===== src/rtl/run_arbiter.sv =====
// run_arbiter: two-requester round-robin front end for a shared compute unit.
// A granted job is issued with a one-cycle u_start, followed through the unit's
// active window, and its result is captured when the unit drops active.
// Optional build macro: RUN_TIMEOUT_EN aborts a job that spends TIMEOUT cycles
// in WAIT_ACT plus RUN (err pulse alongside done, result left untouched).
// Without the macro the block waits indefinitely and err0/err1 are tied low.
module run_arbiter #(
    parameter int TIMEOUT = 32
) (
    input  logic       clk,
    input  logic       rst,
    input  logic       req0,
    input  logic       req1,
    input  logic [7:0] x0,
    input  logic [7:0] x1,
    input  logic [1:0] on0,
    input  logic [1:0] on1,
    output logic       ack0,
    output logic       ack1,
    output logic       done0,
    output logic       done1,
    output logic       err0,
    output logic       err1,
    output logic [7:0] res_y,
    output logic [2:0] res_s,
    output logic       res_b,
    output logic [7:0] u_x,
    output logic [1:0] u_on,
    output logic       u_start,
    input  logic       u_active,
    input  logic [7:0] u_y,
    input  logic [2:0] u_s,
    input  logic       u_b,
    output logic       busy,
    output logic       gnt
);

    typedef enum logic [2:0] {
        S_IDLE     = 3'd0,
        S_ISSUE    = 3'd1,
        S_WAIT_ACT = 3'd2,
        S_RUN      = 3'd3,
        S_DONE     = 3'd4
    } state_t;

    state_t     state_r;
    logic       pick_s;
    logic [7:0] pick_x_s;
    logic [1:0] pick_on_s;

    // Round-robin choice: contention goes to the requester not served last
    always_comb begin
        pick_s = 1'b0;
        if (req0 && req1) begin
            pick_s = ~gnt;
        end else if (req1) begin
            pick_s = 1'b1;
        end else begin
            pick_s = 1'b0;
        end
    end

    assign pick_x_s  = pick_s ? x1  : x0;
    assign pick_on_s = pick_s ? on1 : on0;

`ifdef RUN_TIMEOUT_EN
    logic [7:0] cnt_r;
    logic [7:0] cnt_next_s;
    logic       timeout_s;

    assign cnt_next_s = cnt_r + 8'd1;
    assign timeout_s  = (cnt_next_s >= 8'(TIMEOUT));
`else
    assign err0 = 1'b0;
    assign err1 = 1'b0;
`endif

    // Job sequencer: arbitration, issue handshake, active tracking, result capture
    always_ff @(posedge clk or negedge rst) begin
        if (!rst) begin
            state_r <= S_IDLE;
            ack0    <= 1'b0;
            ack1    <= 1'b0;
            done0   <= 1'b0;
            done1   <= 1'b0;
            u_start <= 1'b0;
            u_x     <= 8'd0;
            u_on    <= 2'd0;
            res_y   <= 8'd0;
            res_s   <= 3'd0;
            res_b   <= 1'b0;
            busy    <= 1'b0;
            gnt     <= 1'b1;
`ifdef RUN_TIMEOUT_EN
            cnt_r   <= 8'd0;
            err0    <= 1'b0;
            err1    <= 1'b0;
`endif
        end else begin
            ack0    <= 1'b0;
            ack1    <= 1'b0;
            done0   <= 1'b0;
            done1   <= 1'b0;
            u_start <= 1'b0;
`ifdef RUN_TIMEOUT_EN
            err0    <= 1'b0;
            err1    <= 1'b0;
`endif
            case (state_r)
                S_IDLE: begin
                    if (req0 || req1) begin
                        state_r <= S_ISSUE;
                        gnt     <= pick_s;
                        u_x     <= pick_x_s;
                        u_on    <= pick_on_s;
                        u_start <= 1'b1;
                        ack0    <= ~pick_s;
                        ack1    <= pick_s;
                        busy    <= 1'b1;
                    end else begin
                        state_r <= S_IDLE;
                        busy    <= 1'b0;
                    end
                end
                S_ISSUE: begin
                    state_r <= S_WAIT_ACT;
`ifdef RUN_TIMEOUT_EN
                    cnt_r   <= 8'd0;
`endif
                end
                S_WAIT_ACT: begin
`ifdef RUN_TIMEOUT_EN
                    cnt_r <= cnt_next_s;
                    if (timeout_s) begin
                        state_r <= S_DONE;
                        done0   <= ~gnt;
                        done1   <= gnt;
                        err0    <= ~gnt;
                        err1    <= gnt;
                    end else if (u_active) begin
                        state_r <= S_RUN;
                    end else begin
                        state_r <= S_WAIT_ACT;
                    end
`else
                    if (u_active) begin
                        state_r <= S_RUN;
                    end else begin
                        state_r <= S_WAIT_ACT;
                    end
`endif
                end
                S_RUN: begin
`ifdef RUN_TIMEOUT_EN
                    cnt_r <= cnt_next_s;
`endif
                    if (!u_active) begin
                        state_r <= S_DONE;
                        res_y   <= u_y;
                        res_s   <= u_s;
                        res_b   <= u_b;
                        done0   <= ~gnt;
                        done1   <= gnt;
`ifdef RUN_TIMEOUT_EN
                    end else if (timeout_s) begin
                        state_r <= S_DONE;
                        done0   <= ~gnt;
                        done1   <= gnt;
                        err0    <= ~gnt;
                        err1    <= gnt;
`endif
                    end else begin
                        state_r <= S_RUN;
                    end
                end
                S_DONE: begin
                    state_r <= S_IDLE;
                    busy    <= 1'b0;
                end
                default: begin
                    state_r <= S_IDLE;
                    busy    <= 1'b0;
                end
            endcase
        end
    end

endmodule


===== config.mk =====
export PLATFORM = sky130hd
export DESIGN_NAME = run_arbiter
export DESIGN_NICKNAME = d
export VERILOG_FILES = /design/src/rtl/run_arbiter.sv
export SDC_FILE = /design/constraint.sdc
export NUM_CORES = 1
export LEC_CHECK = 0
export ABC_CLOCK_PERIOD_IN_PS = 1800
export CORE_MARGIN = 2
export CORE_UTILIZATION = 35
export DETAILED_ROUTE_END_ITERATION = 8
export DONT_BUFFER_PORTS = 1
export PLACE_DENSITY = 0.53
export SETUP_SLACK_MARGIN = 0.4
export SLEW_MARGIN = 30
export SYNTH_ARGS = -nofsm -noshare
export SYNTH_HDL_FRONTEND = slang
export SYNTH_SLANG_ARGS = --single-unit
export TNS_END_PERCENT = 30

===== constraint.sdc =====
create_clock -name clk -period 1.8 [get_ports clk]
set_clock_uncertainty 0.1 [all_clocks]
set_input_delay 0.27 -clock clk [delete_from_list [all_inputs] [get_ports clk]]
set_output_delay 0.27 -clock clk [all_outputs]
set_load 0.1 [all_outputs]

==> results.rst <==
.. list-table::
   :header-rows: 1

   * - Metric
     - Value
   * - Die Outline Area
     - 4200 sq um
   * - Hold violation total from the final report
     - 0
   * - # DRC
     - 0
   * - Count of vias placed by the detailed router
     - 963
   * - Warning count from the yosys run
     - 0
   * - Violation count after the first detailed-routing iteration
     - 48
   * - Synth top area share
     - 59.9%
   * - Antenna cells
     - 0
   * - Kind of capture point of the worst setup path
     - output port
   * - Boundary pin count
     - 68
   * - Detailed-routed wire length on met2
     - 1630 microns
   * - Wire per inst
     - 16.5 microns
   * - Highest metal layer used by the detailed router
     - met4
   * - Clock edge transition at the registers on the reported setup and hold paths
     - 60 ps
   * - Detailed-routing iteration count for the pre-antenna-repair pass
     - 2
   * - Length of routed wiring on met1
     - 1110 microns
   * - Worst EP arrival
     - 1170 ps
   * - Initial antenna violation count
     - 0
   * - Part of the cycle the worst path needs
     - 85.6%
   * - Slowest cell on the critical path
     - dfstp_4
   * - Leading register cell type out of synthesis
     - dfrtp_1
   * - Area growth from synthesis to layout
     - 44.7%
   * - Critical path's top delay family
     - flip-flops
   * - Detailed Route WL
     - 3080 microns
   * - Number of sinks driven by the clock tree
     - 32
   * - Die Span X
     - 64.8 microns
   * - Number of unique standard cell types used by synthesis
     - 27
   * - Type of the worst setup path
     - reg -> out
   * - Cell Chain, Critical Path
     - buf_6, buf_12
   * - Number of cells traversed by the worst register-to-register path
     - 4
   * - Placeable core area
     - 3610 sq um
   * - Number of instances in the synthesized netlist
     - 91
   * - Async SR Flop Fraction
     - 100%
   * - Crit-path max FO
     - 3
   * - Min-delay src
     - u_y[2]
   * - Worst r2r dst
     - u_x[2]
   * - Detailed route wirelength on metal3
     - 300 microns
   * - Reg2reg setup slack
     - 370 ps
   * - Net count reported at finish
     - 174
   * - Later-pin clock latency in the skew report
     - 270 ps
   * - Minimum period implied by the final worst setup slack
     - 1540 ps
   * - Synth cell count leaders
     - dfrtp_1, a2bb2oi_1, o32ai_1, mux2_1, mux2_2
   * - Reg-to-reg critical path startpoint
     - gnt
   * - Max-cap violations
     - 0
   * - Fmax
     - 649 MHz
   * - Most instantiated library cell after synthesis
     - dfrtp_1
   * - Sequential element share of the synthesized area
     - 61.9%
   * - Synthesized cell area
     - 1290 sq um
   * - Synth Register Bits
     - 32
   * - Clock tree root buffer cell
     - clkbuf_8
   * - TritonCTS clock tree
     - done
   * - Max Root-Sink Buffers
     - 2
   * - Cell count of the worst hold path
     - 1
   * - H-tree Lvls
     - 2
   * - Status
     - complete, no violations
   * - Final number of max-transition violations
     - 0
   * - Number of routed nets with antenna violations
     - 0
   * - Crit path launch type
     - register
   * - GR Overflow Total
     - 0
   * - Class of the worst hold path
     - in -> reg
   * - Average size of a mapped cell
     - 14.2 sq um
   * - Capture endpoint of the worst hold path
     - res_y[2]
   * - Total clock buffers created by CTS
     - 5
   * - Number of core rows
     - 22
   * - Via count of the first global-routing pass
     - 982
   * - Required time at the endpoint of the critical path
     - 1430 ps
   * - Dpl hpwl
     - 2020 microns
   * - Number of I/O port buffers
     - 0
   * - Final weighted congestion of routability-driven global placement
     - 0.673
   * - Number of placed instances, taps included
     - 165
   * - Share of cells above drive strength 1
     - 50.0%
   * - Cell type with the largest total area after synthesis
     - dfrtp_1
   * - Global-route wire length before repair
     - 4800 microns
   * - Post-synth EDFFs
     - 0
   * - Initial Utilization
     - 35.9%
   * - RSZ-0062 raised after global routing
     - yes
   * - Top post-synthesis cells by area
     - dfrtp_1, mux2_1, a2bb2oi_1, o32ai_1, mux2_2
   * - Per-cell via count in the routed design
     - 5.18
   * - Final cell count without fillers
     - 186
   * - Delay of the slowest critical-path stage
     - 620 ps
   * - Setup-failing EPs final
     - 0
   * - Die Span Y
     - 64.8 microns
   * - Overall track demand over capacity in global routing
     - 15.4%
   * - Number of buffers and inverters on the critical path
     - 2
   * - Total Negative Setup Slacks
     - 0 ps
   * - Largest net degree at the start of global routing
     - 33
==> flip-flops by register name (all words and copies together) (netlist names), 2 cells and up <==
name,cells
u_on,2
res_s,3
res_y,8
u_x,8
state_r,3
==> cell families after synthesis <==
logic type / synth area share, %
other cells: 0.290
simple gates: 5.60
flops: 61.9
buf+inv: 4.15
mux: 10.4
compound gates: 17.6
==> worst register-to-register path, stage by stage (launching register included) <==
cell	delay [ps]
dfstp_4	620
buf_6	110
a21bo_4	240
o32ai_2	120
a2bb2oi_1	160
==> cell usage in the layout, fill, tap and decap left out, drive strengths merged <==
cell / n
buf: 42
dfrtp: 31
mux2: 12
o32ai: 10
a2bb2oi: 10
clkbuf: 8
dlygate4sd3: 3
nand2: 2
nor2: 2
and2: 2
nor4: 2
conb: 2
nor3: 2
o21a: 2
o21bai: 1
a21bo: 1
a21o: 1
a21oi: 1
a31oi: 1
clkinv: 1
nor2b: 1
dfstp: 1
==> per-layer routing <==
layer  vias up  GRT usage, %
met4         0          5.59
li1        436             -
met2        43          27.1
met1       479          16.1
met5         -             0
met3         5          7.12
==> worst max path at each step <==
stage                     depth (start not counted)       end        from  slack (ps)
after global routing                              2       gnt         gnt         230
after global placement                            3    u_x[5]         gnt          40
after detailed placement                          4  res_y[7]  state_r[1]         300
final                                             2       gnt         gnt         260
after floorplan                                   4   u_on[0]         gnt         250
after CTS                                         2       gnt         gnt         240
==> timing repair <==
| item | 4_1_cts | 5_1_grt |
|---|---|---|
| gates cloned | 1 | 0 |
| gates resized for setup | 6 | 2 |
| endpoints found under the setup margin | 25 | 27 |
| hold endpoints to repair | 34 | 0 |
| pin swaps | 1 | 0 |
| hold buffers | 4 | 0 |
| buffers inserted | 6 | 2 |
==> layout make-up <==
type / instances / area (sq um)
sequential: 32 / 807
tap: 48 / 60.1
timing repair buffer: 45 / 375
fill: 331 / 1730
inverter: 1 / 3.75
multi-input combinational: 52 / 538
clock buffer: 8 / 90.1
==> metrics by stage <==
| stage | setup WS [ps] | util [%] | hold slack, ps | area, sq um |
|---|---|---|---|---|
| 2_1_floorplan | 250 | - | -126 | 1390 |
| 3_3_place_gp | 38.0 | 45.3 | -125 | 1630 |
| 3_5_place_dp | 304 | 45.4 | -125 | 1640 |
| 4_1_cts | 244 | 51.2 | 18.7 | 1850 |
| 5_1_grt | 229 | 52.0 | 16.1 | 1870 |
| 6_report | 259 | 52.0 | 23.2 | 1870 |
Power is left out: the tool's default activity adds up to more than one toggle a clock period on the data nets, which glitch-free logic cannot reach.
